===== src/rtl/dmem_responder.sv =====
`default_nettype none
// ============================================================================
// Module      : dmem_responder
// Description : Memory-side responder for the core's data-SRAM port. Accepts
//               one load/store at a time, drives a single-port synchronous
//               word SRAM with byte enables, aligns and extends load data,
//               steers store bytes onto lanes and splits word-crossing
//               accesses into two beats.
//               Optional feature macro: DMEM_MISALIGN_SPLIT_EN (two-beat
//               split support; when undefined, split-class accesses error).
// Revision    : 1.0 - initial release
// ============================================================================
module dmem_responder #(
  parameter int unsigned XLEN       = 32,
  parameter logic [31:0] ADDR_BASE  = 32'h8000_0000,
  parameter int unsigned DEPTH_LOG2 = 14
) (
  input  logic                  clk,
  input  logic                  rst_n,
  input  logic                  req_valid,
  output logic                  req_ready,
  input  logic [2:0]            req_rd_ctrl,
  input  logic [1:0]            req_wr_ctrl,
  input  logic [XLEN-1:0]       req_addr,
  input  logic [XLEN-1:0]       req_wdata,
  output logic                  resp_valid,
  output logic [XLEN-1:0]       resp_rdata,
  output logic                  resp_err,
  output logic                  sram_ce,
  output logic                  sram_we,
  output logic [3:0]            sram_be,
  output logic [DEPTH_LOG2-1:0] sram_addr,
  output logic [31:0]           sram_wdata,
  input  logic [31:0]           sram_rdata
);

  // Size of the SRAM window in bytes; one bit wider than an address so the
  // end-of-access comparison cannot wrap.
  localparam logic [32:0] MEM_BYTES = 33'd1 << (DEPTH_LOG2 + 2);

`ifdef DMEM_MISALIGN_SPLIT_EN
  localparam logic SPLIT_EN = 1'b1;
`else
  localparam logic SPLIT_EN = 1'b0;
`endif

  typedef enum logic [1:0] {
    S_IDLE  = 2'd0,
    S_BEAT0 = 2'd1,
    S_BEAT1 = 2'd2,
    S_RESP  = 2'd3
  } state_t;

  state_t                state_q, state_d;
  logic [2:0]            rd_q;
  logic [1:0]            wr_q;
  logic [1:0]            lane_q;
  logic [2:0]            size_q;
  logic [DEPTH_LOG2-1:0] widx_q;
  logic [31:0]           wdata_q;
  logic                  err_q;
  logic                  split_q;
  logic [31:0]           rdata0_q;

  // Request classification on the live request inputs.
  logic [31:0] off;
  logic [2:0]  size;
  logic [32:0] end_byte;
  logic        rd_illegal, both_ctrl, noop, out_of_range, split, req_err;

  // Decode access size, range and split class of the presented request.
  always_comb begin
    off = req_addr - ADDR_BASE;
    size = 3'd0;
    if (req_wr_ctrl != 2'd0) begin
      case (req_wr_ctrl)
        2'd1:    size = 3'd1;
        2'd2:    size = 3'd2;
        default: size = 3'd4;
      endcase
    end else begin
      case (req_rd_ctrl)
        3'd1, 3'd2: size = 3'd1;
        3'd3, 3'd4: size = 3'd2;
        3'd5:       size = 3'd4;
        default:    size = 3'd0;
      endcase
    end
    end_byte     = {1'b0, off} + {30'd0, size};
    rd_illegal   = (req_rd_ctrl > 3'd5);
    both_ctrl    = (req_rd_ctrl != 3'd0) && (req_wr_ctrl != 2'd0);
    noop         = (req_rd_ctrl == 3'd0) && (req_wr_ctrl == 2'd0);
    // Last accessed byte must lie inside the window; a start offset past the
    // top also trips this since size is at least one.
    out_of_range = (size != 3'd0) && (end_byte > MEM_BYTES);
    split        = (({1'b0, off[1:0]} + size) > 3'd4);
    req_err      = rd_illegal | both_ctrl | out_of_range | (split & ~SPLIT_EN);
  end

  // State register and request capture; reset abandons any transaction.
  always_ff @(posedge clk or negedge rst_n) begin
    if (!rst_n) begin
      state_q  <= S_IDLE;
      rd_q     <= 3'd0;
      wr_q     <= 2'd0;
      lane_q   <= 2'd0;
      size_q   <= 3'd0;
      widx_q   <= '0;
      wdata_q  <= 32'd0;
      err_q    <= 1'b0;
      split_q  <= 1'b0;
      rdata0_q <= 32'd0;
    end else begin
      state_q <= state_d;
      if (state_q == S_IDLE && req_valid) begin
        rd_q    <= req_rd_ctrl;
        wr_q    <= req_wr_ctrl;
        lane_q  <= off[1:0];
        size_q  <= size;
        widx_q  <= off[DEPTH_LOG2+1:2];
        wdata_q <= req_wdata;
        err_q   <= req_err;
        split_q <= split;
      end
      // During BEAT1 the SRAM is presenting the first beat's word.
      if (state_q == S_BEAT1) begin
        rdata0_q <= sram_rdata;
      end
    end
  end

  // Next-state logic.
  always_comb begin
    state_d = state_q;
    case (state_q)
      S_IDLE: begin
        if (req_valid) begin
          state_d = (req_err || noop) ? S_RESP : S_BEAT0;
        end
      end
      S_BEAT0: begin
`ifdef DMEM_MISALIGN_SPLIT_EN
        state_d = split_q ? S_BEAT1 : S_RESP;
`else
        state_d = S_RESP;
`endif
      end
      S_BEAT1: state_d = S_RESP;
      S_RESP:  state_d = S_IDLE;
      default: state_d = S_IDLE;
    endcase
  end

  logic [3:0]  size_mask;
  logic [7:0]  lane_mask;
  logic [4:0]  shamt;
  logic [31:0] wdata_rot;
  logic [63:0] rd_cat;
  logic [31:0] rd_raw;
  logic [31:0] rd_ext;
  logic        is_store;

  // SRAM drive, store lane steering, load assembly and response outputs.
  always_comb begin
    req_ready  = (state_q == S_IDLE);
    resp_valid = 1'b0;
    resp_err   = 1'b0;
    resp_rdata = '0;
    sram_ce    = 1'b0;
    sram_we    = 1'b0;
    sram_be    = 4'd0;
    sram_addr  = '0;
    sram_wdata = 32'd0;

    is_store = (wr_q != 2'd0);
    case (size_q)
      3'd1:    size_mask = 4'b0001;
      3'd2:    size_mask = 4'b0011;
      3'd4:    size_mask = 4'b1111;
      default: size_mask = 4'b0000;
    endcase
    // Low nibble: first-beat lanes; high nibble: bytes spilling into next word.
    lane_mask = {4'd0, size_mask} << lane_q;
    shamt     = {lane_q, 3'b000};
    wdata_rot = (wdata_q << shamt) | (wdata_q >> (6'd32 - {1'b0, shamt}));

    // Second word only matters for split loads, where it arrives live now.
    rd_cat = split_q ? {sram_rdata, rdata0_q} : {32'd0, sram_rdata};
    rd_raw = 32'(rd_cat >> shamt);
    case (rd_q)
      3'd1:    rd_ext = {{24{rd_raw[7]}}, rd_raw[7:0]};
      3'd2:    rd_ext = {24'd0, rd_raw[7:0]};
      3'd3:    rd_ext = {{16{rd_raw[15]}}, rd_raw[15:0]};
      3'd4:    rd_ext = {16'd0, rd_raw[15:0]};
      default: rd_ext = rd_raw;
    endcase

    case (state_q)
      S_BEAT0: begin
        sram_ce   = 1'b1;
        sram_we   = is_store;
        sram_addr = widx_q;
        if (is_store) begin
          sram_be    = lane_mask[3:0];
          sram_wdata = wdata_rot;
        end
      end
      S_BEAT1: begin
        sram_ce   = 1'b1;
        sram_we   = is_store;
        sram_addr = widx_q + 1'b1;
        if (is_store) begin
          sram_be    = lane_mask[7:4];
          sram_wdata = wdata_rot;
        end
      end
      S_RESP: begin
        resp_valid = 1'b1;
        resp_err   = err_q;
        if (!err_q && rd_q != 3'd0) begin
          resp_rdata = rd_ext;
        end
      end
      default: ;
    endcase
  end

endmodule
`default_nettype wire


===== config.mk =====
export PLATFORM = sky130hd
export DESIGN_NAME = dmem_responder
export DESIGN_NICKNAME = d
export VERILOG_FILES = /design/src/rtl/dmem_responder.sv
export SDC_FILE = /design/constraint.sdc
export NUM_CORES = 1
export LEC_CHECK = 0
export BUFFER_PORTS_ARGS = -buffer_cell sky130_fd_sc_hd__buf_2
export CAP_MARGIN = 20
export CELL_PAD_IN_SITES_DETAIL_PLACEMENT = 0
export CELL_PAD_IN_SITES_GLOBAL_PLACEMENT = 1
export CORE_MARGIN = 3
export CORE_UTILIZATION = 44
export CTS_BUF_LIST = sky130_fd_sc_hd__clkbuf_16
export CTS_CLUSTER_DIAMETER = 100
export DETAILED_ROUTE_END_ITERATION = 7
export PLACE_DENSITY_LB_ADDON = 0.1
export SETUP_SLACK_MARGIN = 0.5
export SKIP_CTS_REPAIR_TIMING = 1
export SLEW_MARGIN = 40
export SYNTH_ARGS = -nofsm -noshare
export SYNTH_HDL_FRONTEND = slang
export SYNTH_SLANG_ARGS = --single-unit

===== constraint.sdc =====
create_clock -name clk -period 4.86 [get_ports clk]
set_input_delay 0.972 -clock clk [delete_from_list [all_inputs] [get_ports clk]]
set_output_delay 0.972 -clock clk [all_outputs]
set_load 0.01 [all_outputs]

; ---- Yosys cells after proc, flatten, opt, wreduce, memory -nomap -nowiden
; Cells that the tools add are included.
[word_totals]
mem_bits_rw = 0
input_bits = 104
regBits = 92
n_memories = 0
romBits = 0
latch_bits = 0
[classes]
reduce_logical = 18
bitwise = 4
n_div = 0
addsub = 5
n_shift = 4
eq_ne = 18
mux = 21
n_lt_le_gt_ge = 3
mul = 0
[op_table]
columns = op, n
row1 = $mux W32, 4
row2 = $pmux W32 S4, 1
row3 = $mux W64, 1
row4 = $shr A64 B5 Y32, 1
row5 = $add A32 B3 Y33, 1
row6 = $gt A33 B17 Y1 const B, 1
row7 = $or A32 B32 Y32, 1
row8 = $shl A32 B5 Y32, 1
row9 = $shr A32 B6 Y32, 1
row10 = $sub A32 B32 Y32 const B, 1
row11 = $pmux W14 S2, 1
row12 = $eq A3 B2 Y1 const B, 5
row13 = $add A14 B1 Y14 const B, 1
row14 = $eq A3 B3 Y1 const B, 4
row15 = $pmux W4 S3, 1
row16 = $eq A3 B1 Y1 const B, 3
row17 = $pmux W3 S3, 1
row18 = $reduce_bool A3 Y1, 3
row19 = $mux W4, 2
row20 = $pmux W4 S2, 1
row21 = $shl A4 B2 Y8, 1
row22 = $eq A2 B2 Y1 const B, 3
row23 = $gt A3 B3 Y1 const B, 2
row24 = $pmux W2 S3, 1
row25 = other kinds (16), 31

; ---- Logic depth before layout (Yosys ltp)
; Gate-level depths: netlist of run 1.
[logic_depth]
depth_word = 13
ltp_mapped = 14
ltp_nobuf = 14

; ---- Worst setup path before layout of run 1
; Ideal clock, no wire load.
[synth_timing]
kind = input port to flip-flop
startpoint = in req_wr_ctrl[0]
endpoint = reg state_q[1]
stages = 14
path_buffers = 0
setup_slack_ps = 1048
arrival_time_ps = 3679
required_ps = 4728
cell_sequence = inv_1 > ha_1 > mux2_2 > ha_1 > inv_1 > fa_1 > nand2b_1 > a2111oi_4 > and4_1 > o21ai_1 > a211oi_1 > nand4_1 > o21ai_1 > o211ai_1
[synth_between]
elab_chain_len = 12
[synth_lines]
columns = element, line
row1 = "start, declared", 23  ; input logic [1:0] req_wr_ctrl,
row2 = $eq A2 B2 Y1 or $eq A2 B1 Y1 (tied branches), 76  ; case (req_wr_ctrl)
row3 = $pmux W3 S2, 76
row4 = $mux W3 (*), 75  ; if (req_wr_ctrl != 2'd0) begin
row5 = net size[0], 67  ; logic [2:0] size;
row6 = $add A32 B3 Y33, 89  ; end_byte = {1'b0, off} + {30'd0, size};
row7 = $gt A33 B17 Y1, 95  ; out_of_range = (size != 3'd0) && (end_byte > MEM_BYTES);
row8 = $logic_and A1 B1 Y1, 95
row9 = $or A1 B1 Y1, 97  ; req_err = rd_illegal | both_ctrl | out_of_range | (split & ~SPLIT_EN);
row10 = $or A1 B1 Y1 (*), 97
row11 = $logic_or A1 B1 Y1 (*), 138  ; state_d = (req_err || noop) ? S_RESP : S_BEAT0;
row12 = $mux W2 (*), 138
row13 = $mux W2 (*), 137  ; if (req_valid) begin
row14 = $pmux W2 S3 (*), 135  ; case (state_q)
row15 = "end signal, assigned", 114  ; state_q <= state_d;
row16 = "end, declared", 54  ; state_t state_q, state_d;
; Mark *: on every way through the listed nets, which the timed path passes. The rest lies on a longest branch. The select of a mux whose other input is x is not followed.
; A chain may end at the register's enable or synchronous reset.

; ---- Worst setup path in the final report of run 1
[layout_timing]
startpoint = reg lane_q[0]
endpoint = out resp_rdata[25]
[layout_between]
elab_chain_len = 4
[layout_lines]
columns = element, line
row1 = "start, declared", 57  ; logic [1:0] lane_q;
row2 = "start signal, assigned", 118  ; lane_q <= off[1:0];
row3 = $shr A64 B5 Y32, 189  ; rd_raw = 32'(rd_cat >> shamt);
row4 = $pmux W32 S4, 190  ; case (rd_q)
row5 = $mux W32, 220  ; if (!err_q && rd_q != 3'd0) begin
row6 = $mux W32, 198  ; case (state_q)
row7 = "end, declared", 27  ; output logic [XLEN-1:0] resp_rdata,
; No other way between the ends.

==> flow_metrics.py, run 1 <==
metrics = {
    "outcome": {
        "status": "finished clean",
    },
    "critical_path": {
        "cp.arrival_ns": 3.22,
        "max_stage_delay_ns": 0.72,
        "r2r_start": "state_q[0]",
        "cp_max_fo": 37,
        "r2r_setup_slack_ns": 2.44,
        "path_class": "reg -> out",
        "crit_slowest_cell": "dfrtp_4",
        "startpoint_type": "register",
        "critical_path.endpoint_type": "primary output",
        "crit_required_ns": 3.89,
        "path_cells": "buf_4 > mux4_2 > nor2_1 > a21oi_1 > and2_1 > o21ai_0 > a21o_1 > a31oi_1 > buf_2",
        "rr_endpoint": "wdata_q[12]",
        "reg2reg_depth": 5,
        "critPathBufInv": 2,
        "cp.depth": 9,
        "path_delay_family": "compound AO/OA/AOI/OAI gates",
    },
    "grt": {
        "overflow": 0,
        "grt_start_max_net_pins": 62,
        "grt_pass1_wl_um": 36000,
        "grt_pass1_vias": 6975,
        "antenna_found_initial": 0,
        "groute.usage.overall": 0.239,
    },
    "clocking": {
        "clock_latency_ns": 0.35,
        "clock_path_buffers": 2,
        "cts-root-buf": "clkbuf_16",
        "cts_tree": "yes",
        "path_clk_slew_ns": 0.07,
        "htreeDepth": 3,
        "cts_buffers": 9,
        "cts.sinks": 92,
    },
    "floorplan": {
        "io_pins": 191,
        "core-area_um2": 16800,
        "die_area_um2": 19000,
        "die_x_um": 138,
        "die_y_um": 138,
        "initial_utilization": 0.455,
        "num_rows": 47,
    },
    "logic_synthesis": {
        "netlist_instances": 882,
        "yosysWarnings": 0,
        "synth_edf_count": 0,
        "synth-main-ff-cell": "dfrtp_1",
        "synth_area_um2": 7630,
        "synth_area_per_cell_um2": 8.65,
        "ys_ff_latch": 92,
        "ys_seq_area_frac": 0.302,
        "syn_nets": 1001,
        "synthArstFlopShare": 1.00,
        "ys_types": 69,
    },
    "power": {
        "ir_worst_vdd_v": 0.000306,
        "powerDensity_nw_per_um2": 653,
        "p_leak_nw": 3.93,
    },
    "worst_hold_path": {
        "hold_class": "reg -> reg",
        "min_from": "rdata0_q[20]",
        "hold_path_depth": 1,
        "holdPathEnd": "rdata0_q[20]",
    },
    "placed_design": {
        "place_congestion": 0.864,
        "hpwlAfterDp_um": 16500,
        "port-buffer-count": 190,
    },
    "route": {
        "route.detailed.drc": 0,
        "vias_per_cell": 5.91,
        "wl_per_cell_um": 18.2,
        "drt_iter0_drc": 512,
        "drtAntennaViolNets": 0,
        "firstDrtPassIters": 5,
        "vias": 7427,
        "wl_um": 22900,
    },
    "sta": {
        "slew_viol_final": 0,
        "clock-skew-final_ns": 0.00902,
        "max_freq_ghz": 0.239,
        "holdWs_ns": 0.505,
        "finalHoldViolCount": 0,
        "tns_ns": 0,
        "post-route-period-util": 0.862,
        "worst_pin_slew_ns": 0.757,
        "setup_viol": 0,
        "slew_headroom": 0.494,
        "fin_crit_ns": 4.19,
        "rsz0062_at_grt": "false",
    },
    "cells_and_area": {
        "fin_nets": 1151,
        "drive_gt1_frac": 0.354,
        "area_growth_pct": 18.6,
        "n_antenna_cell": 0,
    },
    "flow_run": {
        "max_cap_violations": 0,
    },
}
[sequential cells by signal (all words and copies together) (netlist names)]
name	flops
wdata_q	32
size_q	3
state_q	2
lane_q	2
rdata0_q	32
widx_q	14
rd_q	3
wr_q	2
split_q	1
err_q	1
[final cells by class]
cell class              instances  area (µm²)
repair buffers                203        1050
flip-flops and latches         92        2310
multi-input cells             711        5030
inverters                      15        56.3
clock inverters                 7        96.3
clock buffers                   9         225
fillers                      1639        7710
well taps                     220         275
[worst max path at each step]
stage / slack, ns / end / from
6_report: 0.67 / resp_rdata[25] / lane_q[0]
5_1_grt: 0.50 / resp_rdata[18] / lane_q[0]
3_3_place_gp: 0.65 / state_q[1] / req_wr_ctrl[0]
2_1_floorplan: 1.05 / state_q[1] / req_wr_ctrl[0]
4_1_cts: 0.67 / sram_wdata[31] / lane_q[0]
3_5_place_dp: 0.59 / err_q / req_wr_ctrl[0]
[metrics by stage]
step	utilization	worst slack, ns	power (W)	instance area [µm²]	instances
6_report	0.540	0.671	0.00590	9050	1257
5_1_grt	0.540	0.503	0.00641	9050	1257
4_1_cts	0.539	0.673	0.00593	9040	1257
3_5_place_dp	0.520	0.592	0.00514	8720	1241
3_3_place_gp	0.520	0.648	0.00511	8720	1241
2_1_floorplan	-	1.05	0.00409	7630	882
[logic make-up after synthesis]
logic type | count (synthesis) | synth area share
AO/OA/AOI/OAI | 247 | 0.219
multiplexers | 150 | 0.219
flip-flops | 92 | 0.302
AND/OR/NAND/NOR | 291 | 0.185
adder cells (fa/ha/maj) | 15 | 0.0256
XOR/XNOR | 8 | 0.00918
buffers and inverters | 79 | 0.0403
[synthesized netlist by cell type, types with 16 or more instances]
cell type / count / area share
dfrtp_1: 92 / 0.30
mux2i_1: 31 / 0.041
a221oi_1: 22 / 0.025
a21oi_1: 62 / 0.041
o21ai_0: 55 / 0.036
a31oi_1: 20 / 0.016
clkbuf_1: 48 / 0.024
nand2_1: 86 / 0.042
a211oi_1: 16 / 0.016
nor2_1: 86 / 0.042
nor3_1: 20 / 0.013
mux2_2: 117 / 0.17
[layer usage]
layer	wire length (µm)	part of all wire	vias to the layer above	track usage
met3	1280	0.056	21	0.0354
met5	0	0	-	0
met2	11000	0.48	226	0.405
met4	337	0.015	0	0.0588
li1	-	-	3593	-
met1	10300	0.45	3587	0.321
[where the power goes]
group / total (W) / internal (W) / switching [W]
Clock: 0.000768 / 0.000453 / 0.000315
Sequential: 0.00165 / 0.00116 / 0.000491
Combinational: 0.00348 / 0.00155 / 0.00193
Total: 0.00590 / 0.00316 / 0.00274
[layout by cell type, fill, tap and decap left out, types with 14 or more instances in the layout]
cell type,instances
a211oi_1,16
a21oi_1,62
a221oi_1,22
a31oi_1,20
buf_2,189
dfrtp_1,89
inv_1,14
mux2_2,117
mux2i_1,31
nand2_1,85
nand3_1,14
nor2_1,86
nor2b_1,15
nor3_1,20
o21ai_0,55
Power figures use the tool's default switching activity.
==> run 2: changes to the inputs <==
- clock period: 4.86 -> 5.02 ns (I/O delays scaled with it)
==> flow_metrics.py, run 2 (same netlist as run 1, synthesis figures left out) <==
metrics = {
    "outcome": {
        "status": "finished clean",
    },
    "critical_path": {
        "crit_path_end": "sram_wdata[31]",
        "r2r_setup_slack_ns": 2.84,
        "crit_required_ns": 4.02,
        "rr_endpoint": "wdata_q[25]",
        "startpoint_type": "register",
        "reg2reg_depth": 5,
        "cp_max_fo": 36,
        "cp.arrival_ns": 3.19,
        "r2r_start": "state_q[0]",
        "path_class": "reg -> out",
        "critical_path.endpoint_type": "primary output",
        "critical_path.startpoint": "lane_q[1]",
    },
    "grt": {
        "overflow": 0,
        "groute.usage.overall": 0.235,
        "antenna_found_initial": 0,
        "grt_pass1_vias": 6938,
        "grt_start_max_net_pins": 71,
        "grt_pass1_wl_um": 35700,
    },
    "placed_design": {
        "place_inst": 1240,
        "place_congestion": 0.907,
        "port-buffer-count": 190,
        "hpwlAfterDp_um": 16100,
    },
    "cells_and_area": {
        "multiInputGateArea_um2": 5030,
        "final_cell_mix": "buf_2 (189), mux2_2 (117), dfrtp_1 (89)",
        "drive_gt1_frac": 0.351,
        "nFillCells": 1641,
        "fin_cells": 1256,
        "ff_latch_area_um2": 2310,
        "final_common_cell": "buf_2",
        "area_growth_pct": 18.8,
        "largest_registers": "rdata0_q x32, wdata_q x32, widx_q x14",
        "n_antenna_cell": 0,
        "fin_nets": 1151,
    },
    "sta": {
        "worst_pin_slew_ns": 0.722,
        "max_freq_ghz": 0.238,
        "slew_viol_final": 0,
        "fin_crit_ns": 4.20,
        "holdWs_ns": 0.506,
        "finalHoldViolCount": 0,
        "clock-skew-final_ns": 0.00715,
        "setup_viol": 0,
        "slew_headroom": 0.519,
        "post-route-period-util": 0.836,
        "tns_ns": 0,
        "rsz0062_at_grt": "false",
    },
    "clocking": {
        "cts_tree": "yes",
        "clock_latency_ns": 0.35,
        "cts-root-buf": "clkbuf_16",
        "clock_path_buffers": 2,
        "cts.sinks": 92,
        "htreeDepth": 3,
        "path_clk_slew_ns": 0.06,
        "cts_buffers": 9,
    },
    "floorplan": {
        "core-area_um2": 16800,
        "die_area_um2": 19000,
        "die_y_um": 138,
        "die_x_um": 138,
        "io_pins": 191,
        "num_rows": 47,
        "initial_utilization": 0.455,
    },
    "flow_run": {
        "max_cap_violations": 0,
    },
    "power": {
        "p_total_w": 0.00575,
        "p_leak_nw": 3.95,
        "ir_worst_vdd_v": 0.000284,
        "powerDensity_nw_per_um2": 634,
    },
    "route": {
        "drt_iter0_drc": 496,
        "wl_per_cell_um": 18.2,
        "firstDrtPassIters": 6,
        "drtAntennaViolNets": 0,
        "route.detailed.drc": 0,
        "vias_per_cell": 5.91,
        "wl_um": 22800,
        "vias": 7421,
    },
    "worst_hold_path": {
        "hold_class": "reg -> reg",
    },
}
run 2: layout make-up:
cell class / instances / area share
Clock buffer: 9 / 0.0248
Clock inverter: 6 / 0.0116
Inverter: 15 / 0.00621
Multi-Input combinational cell: 711 / 0.555
Sequential cell: 92 / 0.255
Tap cell: 220 / 0.0304
Timing Repair Buffer: 203 / 0.117
run 2: worst max-delay path, stage by stage (launching register included):
cell and delay, ns:
dfrtp_2 0.40, inv_2 0.04, buf_4 0.39, ha_1 0.32
buf_4 0.20, o21ai_0 0.17, buf_4 0.21, and2_1 0.55
a222oi_1 0.20, nor2_1 0.18, buf_2 0.16
run 2: metal layers:
metal,wire [µm],track usage
met3,1280,0.0347
met1,10200,0.316
met4,210,0.0549
met2,11200,0.400
met5,0,0
run 2: stage by stage:
stage / instance area [µm²] / setup slack (ns) / util
2_1_floorplan: 7630 / 1.18 / -
3_3_place_gp: 8710 / 0.786 / 0.520
3_5_place_dp: 8710 / 0.710 / 0.520
4_1_cts: 9040 / 0.619 / 0.540
5_1_grt: 9070 / 0.655 / 0.541
6_report: 9070 / 0.822 / 0.541
run 2: where the power goes:
group / leakage [nW] / switching (W) / internal, W
clock network: 0.160 / 0.000292 / 0.000481
registers: 1.09 / 0.000463 / 0.00112
logic: 2.70 / 0.00188 / 0.00151
run 2: worst min path at each step:
stage,slack (ns),cells past startpoint,to,start
2_1_floorplan,0.47,1,rdata0_q[16],rdata0_q[16]
3_3_place_gp,0.48,1,rdata0_q[21],rdata0_q[21]
3_5_place_dp,0.49,1,rdata0_q[19],rdata0_q[19]
4_1_cts,0.51,1,rdata0_q[17],rdata0_q[17]
5_1_grt,0.52,1,rdata0_q[17],rdata0_q[17]
6_report,0.51,1,rdata0_q[16],rdata0_q[16]
